<file path="config.mk">
export PLATFORM = sky130hd
export DESIGN_NAME = ov5640_ddr_wr_arb
export DESIGN_NICKNAME = d
export VERILOG_FILES = /design/src/rtl/ov5640_ddr_pkg.sv /design/src/rtl/ov5640_rr_pick2.sv /design/src/rtl/ov5640_ddr_wr_arb.sv
export SDC_FILE = /design/constraint.sdc
export NUM_CORES = 1
export LEC_CHECK = 0
export BUFFER_PORTS_ARGS = -buffer_cell sky130_fd_sc_hd__buf_2
export CAP_MARGIN = 20
export CORE_AREA = 5 5 230 232
export CTS_CLUSTER_SIZE = 14
export DETAILED_ROUTE_END_ITERATION = 10
export DIE_AREA = 0 0 235 237
export HOLD_SLACK_MARGIN = 0.06
export PLACE_DENSITY_LB_ADDON = 0.12
export SETUP_SLACK_MARGIN = 0.3
export SYNTH_ARGS = -nofsm -noshare
export SYNTH_HDL_FRONTEND = slang
export SYNTH_SLANG_ARGS = --single-unit
export TNS_END_PERCENT = 100
</file>
<file path="constraint.sdc">
create_clock -name axi_clk -period 2.7 [get_ports axi_clk]
set_input_delay 0.54 -clock axi_clk [delete_from_list [all_inputs] [get_ports axi_clk]]
set_output_delay 0.54 -clock axi_clk [all_outputs]
set_load 0.02 [all_outputs]
</file>
<file path="src/rtl/ov5640_ddr_pkg.sv">
// Shared constants for the dual-camera datamover write arbiter: FSM encoding and width defaults.
package ov5640_ddr_pkg;

   localparam int DEF_DATA_W = 128;
   localparam int DEF_ADDR_W = 32;
   localparam int DEF_LEN_W  = 32;

   localparam logic [2:0] IDLE = 3'b001;
   localparam logic [2:0] CMD  = 3'b010;
   localparam logic [2:0] DATA = 3'b100;

   // The requester just served drops to lowest priority.
   function automatic logic next_prio(input logic [1:0] served);
      return served[0];
   endfunction

endpackage

</file>
<file path="src/rtl/ov5640_rr_pick2.sv">
// Two-way round-robin pick: one-hot winner from the request vector and the current priority holder.
module ov5640_rr_pick2 (
   input  logic [1:0] req,
   input  logic       prio,
   output logic [1:0] win
);

   always_comb begin
      win = 2'b00;
      case (req)
         2'b01:   win = 2'b01;
         2'b10:   win = 2'b10;
         2'b11:   win = prio ? 2'b10 : 2'b01;
         default: win = 2'b00;
      endcase
   end

endmodule

</file>
<file path="src/rtl/ov5640_ddr_wr_arb.sv">
// Shares one datamover S2MM command/stream path between two camera write controllers.
// Define ARB_STAT_EN to add per-requester burst counters and a data stall counter.
module ov5640_ddr_wr_arb
   import ov5640_ddr_pkg::*;
#(
   parameter int DATA_W = DEF_DATA_W,
   parameter int ADDR_W = DEF_ADDR_W,
   parameter int LEN_W  = DEF_LEN_W
) (
   input  logic              axi_clk,
   input  logic              axi_rst_n,

   input  logic [ADDR_W-1:0] s0_cmd_addr,
   input  logic [LEN_W-1:0]  s0_cmd_len,
   input  logic              s0_cmd_valid,
   output logic              s0_cmd_ready,
   input  logic [DATA_W-1:0] s0_data,
   input  logic              s0_data_valid,
   input  logic              s0_data_last,
   output logic              s0_data_ready,

   input  logic [ADDR_W-1:0] s1_cmd_addr,
   input  logic [LEN_W-1:0]  s1_cmd_len,
   input  logic              s1_cmd_valid,
   output logic              s1_cmd_ready,
   input  logic [DATA_W-1:0] s1_data,
   input  logic              s1_data_valid,
   input  logic              s1_data_last,
   output logic              s1_data_ready,

   output logic [ADDR_W-1:0] m_cmd_addr,
   output logic [LEN_W-1:0]  m_cmd_len,
   output logic              m_cmd_valid,
   input  logic              m_cmd_ready,
   output logic [DATA_W-1:0] m_data,
   output logic              m_data_valid,
   output logic              m_data_last,
   input  logic              m_data_ready,

`ifdef ARB_STAT_EN
   output logic [31:0]       stat_burst0,
   output logic [31:0]       stat_burst1,
   output logic [31:0]       stat_stall,
`endif
   output logic [1:0]        grant,
   output logic              busy
);

   logic [2:0]        state_q, state_d;
   logic [1:0]        grant_q, grant_d;
   logic              prio_q, prio_d;
   logic              cmd_valid_q, cmd_valid_d;
   logic [ADDR_W-1:0] cmd_addr_q, cmd_addr_d;
   logic [LEN_W-1:0]  cmd_len_q, cmd_len_d;

   logic [1:0] req;
   logic [1:0] win;
   logic [1:0] cmd_rdy;
   logic [1:0] data_rdy;
   logic       in_idle;
   logic       in_data;
   logic       beat_last;

   assign req     = {s1_cmd_valid, s0_cmd_valid};
   assign in_idle = (state_q == IDLE);
   assign in_data = (state_q == DATA);

   ov5640_rr_pick2 u_pick (
      .req  (req),
      .prio (prio_q),
      .win  (win)
   );

   // Command ready is a single-cycle combinational pulse for the IDLE winner only.
   for (genvar gi = 0; gi < 2; gi++) begin : g_rdy
      assign cmd_rdy[gi]  = in_idle & win[gi];
      assign data_rdy[gi] = in_data & grant_q[gi] & m_data_ready;
   end

   assign s0_cmd_ready  = cmd_rdy[0];
   assign s1_cmd_ready  = cmd_rdy[1];
   assign s0_data_ready = data_rdy[0];
   assign s1_data_ready = data_rdy[1];

   // Zero-latency data mux; anything outside DATA reads as idle.
   always_comb begin
      m_data       = '0;
      m_data_valid = 1'b0;
      m_data_last  = 1'b0;
      if (in_data && grant_q[0]) begin
         m_data       = s0_data;
         m_data_valid = s0_data_valid;
         m_data_last  = s0_data_last;
      end else if (in_data && grant_q[1]) begin
         m_data       = s1_data;
         m_data_valid = s1_data_valid;
         m_data_last  = s1_data_last;
      end
   end

   assign beat_last = m_data_valid & m_data_ready & m_data_last;

   always_comb begin
      state_d     = state_q;
      grant_d     = grant_q;
      prio_d      = prio_q;
      cmd_valid_d = cmd_valid_q;
      cmd_addr_d  = cmd_addr_q;
      cmd_len_d   = cmd_len_q;
      case (state_q)
         IDLE: begin
            if (|win) begin
               cmd_addr_d  = win[1] ? s1_cmd_addr : s0_cmd_addr;
               cmd_len_d   = win[1] ? s1_cmd_len  : s0_cmd_len;
               grant_d     = win;
               cmd_valid_d = 1'b1;
               state_d     = CMD;
            end
         end
         CMD: begin
            if (cmd_valid_q && m_cmd_ready) begin
               cmd_valid_d = 1'b0;
               state_d     = DATA;
            end
         end
         DATA: begin
            if (beat_last) begin
               grant_d = 2'b00;
               prio_d  = next_prio(grant_q);
               state_d = IDLE;
            end
         end
         default: begin
            grant_d     = 2'b00;
            cmd_valid_d = 1'b0;
            state_d     = IDLE;
         end
      endcase
   end

   always_ff @(posedge axi_clk) begin
      if (!axi_rst_n) begin
         state_q     <= IDLE;
         grant_q     <= 2'b00;
         prio_q      <= 1'b0;
         cmd_valid_q <= 1'b0;
         cmd_addr_q  <= '0;
         cmd_len_q   <= '0;
      end else begin
         state_q     <= state_d;
         grant_q     <= grant_d;
         prio_q      <= prio_d;
         cmd_valid_q <= cmd_valid_d;
         cmd_addr_q  <= cmd_addr_d;
         cmd_len_q   <= cmd_len_d;
      end
   end

   assign m_cmd_addr  = cmd_addr_q;
   assign m_cmd_len   = cmd_len_q;
   assign m_cmd_valid = cmd_valid_q;
   assign grant       = grant_q;
   assign busy        = ~in_idle;

`ifdef ARB_STAT_EN
   logic [31:0] stat_b0_q;
   logic [31:0] stat_b1_q;
   logic [31:0] stat_stall_q;

   always_ff @(posedge axi_clk) begin
      if (!axi_rst_n) begin
         stat_b0_q    <= '0;
         stat_b1_q    <= '0;
         stat_stall_q <= '0;
      end else begin
         if (beat_last && grant_q[0]) stat_b0_q <= stat_b0_q + 32'd1;
         if (beat_last && grant_q[1]) stat_b1_q <= stat_b1_q + 32'd1;
         if (in_data && m_data_valid && !m_data_ready) stat_stall_q <= stat_stall_q + 32'd1;
      end
   end

   assign stat_burst0 = stat_b0_q;
   assign stat_burst1 = stat_b1_q;
   assign stat_stall  = stat_stall_q;
`endif

endmodule

</file>
==> flow_summary.ini <==
[global_route]
antenna_found_initial = 69
gr-total-overflow = 0
track_usage_pct = 15.3
grt_pass1_wl_um = 59400
grt_max_degree = 131
grt_pass1_vias = 7030

[floorplan]
core-area_um2 = 50800
start_util_pct = 9.42
die_w_um = 235
die_area_um2 = 55700
rows = 83
pin_count = 596
die_y_um = 237

[finish]
stdcell_area_um2 = 10300
area_growth_pct = 116
fillers = 5712
final_common_cell = buf_2
layout_common_cells = buf_2 (473), a22o_1 (119), buf_6 (79)
drive_above_1_share_pct = 65.5
num-nets-final = 1509

[route]
first_pass_iters = 4
drtIter0Drc = 268
route.detailed.drc = 0
drt.antenna.violating_nets = 0
wl_per_cell_um = 25.7
routed_wl_um = 47000
vias = 7042
vias_per_cell = 3.85

[critical_path]
crit_top_cell = buf_2
crit_family = buffers and inverters
crit_path_end_kind = output port
startpoint_type = flop
critPathArrivalTime_ns = 1.97
worst_path_largest_cell_delay_ns = 0.37
crit_buf_inv = 4
cp_slowest_cell = dfxtp_4
cp_cell_sequence = nor3b_4 > buf_6 > buf_12 > and2_4 > buf_2 > a22o_1 > buf_2
worstSetupPathType = reg -> out
required_ns = 2.16
worst-path-max-fanout = 9

[sta]
drv_slew = 0
rsz0062_at_grt = yes
max_slew.worst_pin.slew_ns = 0.727
layout_min_cycle_time_ns = 2.51
fin_ws_ns = 0.194
max_freq_ghz = 0.399
holdWs_ns = 0.451
setup_violations = 0
fin_skew_ns = 0.0103
finalCritPeriodShare_pct = 92.8
hold_violations = 0
finalSetupTns_ns = 0
relSlewSlack_pct = 51.5

[synthesis]
netlist_instances = 501
synth_area_leader_cell = dfxtp_1
synthArstFlopShare_pct = 0
synth_nets = 895
synth_ff_type = dfxtp_1
synth_warnings = 0
syn_avg_cell_area_um2 = 9.55
ys_ff_latch = 71
synth_edf_count = 0
yosys.area.top_type_share_pct = 29.7
synth_cell_type_count = 38
ys_seq_area_share_pct = 29.7
netlist_top_cells_area = dfxtp_1 (30%), a22o_1 (24%), mux2i_1 (13%)
synthesis.area_um2 = 4780

[cts]
cts_hold_buffers = 0
cts_sinks = 71
clock-root-buffer = clkbuf_16
clk_path_buf_depth = 2
htreeDepth = 3
clk_latency_ns = 0.36
tritoncts = done
cts_buffers = 9
clk_pin_slew_ns = 0.07

[place]
gp_congestion = 0.969
dp_slack_ns = 0.318
io_buffer_count = 595
post-dp-hpwl_um = 37900
dpl_cell_area_um2 = 8560

[status]
status = completed

[run]
maxCapViolations = 0

[power]
vdd_drop_max_uv = 224
leakage_uw = 0.00526
powerDensity_nw_per_um2 = 410

[min_path]
hold_path.class = in -> reg
==> power by group <==
group / switching, µW / total, µW / internal, µW
combinational: 911 / 1550 / 637
clock: 529 / 1340 / 813
sequential: 112 / 1350 / 1240
total: 1550 / 4240 / 2690
==> per-layer routing <==
layer  GRT usage [%]  routed length, µm  up-vias
met2            31.1              26300      461
met1            14.5              15500     3214
met3            4.43               3070      137
met5               0                 27        -
met4            4.95               2210        4
li1                -                  -     3226
==> cells in the mapped netlist, types with 3 or more instances <==
library cell / count
clkbuf_1: 25
nand2_1: 3
and3_1: 4
buf_2: 8
buf_4: 7
buf_6: 15
nor2_1: 71
mux2i_1: 64
dfxtp_1: 71
a22o_1: 129
buf_8: 4
a21oi_1: 5
o21a_1: 3
nand2b_1: 3
a211oi_1: 35
a211oi_2: 30
==> cell families (layout without fill, tap and decap cells) <==
family / after synthesis / in the layout / share of synthesized area [%]
xor+xnor: 1 / 1 / 0.183
compound gates: 210 / 210 / 39.2
flops: 71 / 71 / 29.7
simple gates: 93 / 95 / 8.58
other cells: 0 / 27 / 0
buf+inv: 62 / 679 / 8.92
mux: 64 / 64 / 13.4
==> per-stage QoR <==
step / std cells / total power (µW) / utilization, %
6_report: 1827 / 4240 / 20.4
5_1_grt: 1811 / 4530 / 20.3
4_1_cts: 1786 / 4340 / 18.8
3_5_place_dp: 1749 / 2890 / 16.9
3_3_place_gp: 1749 / 2890 / 16.9
2_1_floorplan: 501 / 2240 / -
==> worst reg2reg max path, delay by kind of cell, from the launching register on <==
family	cells	cell delay, ns
and+or+nand+nor	3	0.90
AOI/OAI and AO/OA	1	0.24
buffers and inverters	2	0.57
DFF	1	0.37
==> layout make-up <==
class                           instances  area (µm²)  area share (%)
Antenna cell                           27        67.6           0.654
Clock buffer                            9         225            2.18
Clock inverter                          7        96.3           0.932
Inverter                                3        11.3           0.109
Multi-Input combinational cell        370        3090            29.9
Sequential cell                        71        1430            13.9
Tap cell                              680         851            8.23
Timing Repair Buffer                  660        4560            44.1
==> registers in the layout (all words and copies together) (netlist names) <==
| signal | cells |
|---|---|
| state_q | 3 |
| m_cmd_valid | 1 |
| m_cmd_len | 32 |
| grant | 2 |
| m_cmd_addr | 32 |
| prio_q | 1 |
==> path summary, 6_finish.rpt <==
| check | start | to | slack, ns | cells after the start |
|---|---|---|---|---|
| setup reg to reg | state_q[1] | m_cmd_addr[15] | 0.52 | 6 |
| hold / removal | axi_rst_n | m_cmd_valid | 0.45 | 2 |
| setup / recovery | state_q[1] | m_data[36] | 0.19 | 7 |
| hold reg to reg | m_cmd_addr[21] | m_cmd_addr[21] | 0.50 | 2 |
==> what timing repair did <==
| item | 4_1_cts | 5_1_grt |
|---|---|---|
| setup buffers | 14 | 3 |
| pin swaps | 9 | 36 |
| setup endpoints to repair | 130 | 130 |
| gates cloned | 7 | 11 |
| endpoints found under the hold margin | 0 | 0 |
| gates resized for setup | 128 | 134 |
No activity file was read; power rests on OpenSTA's default activity.
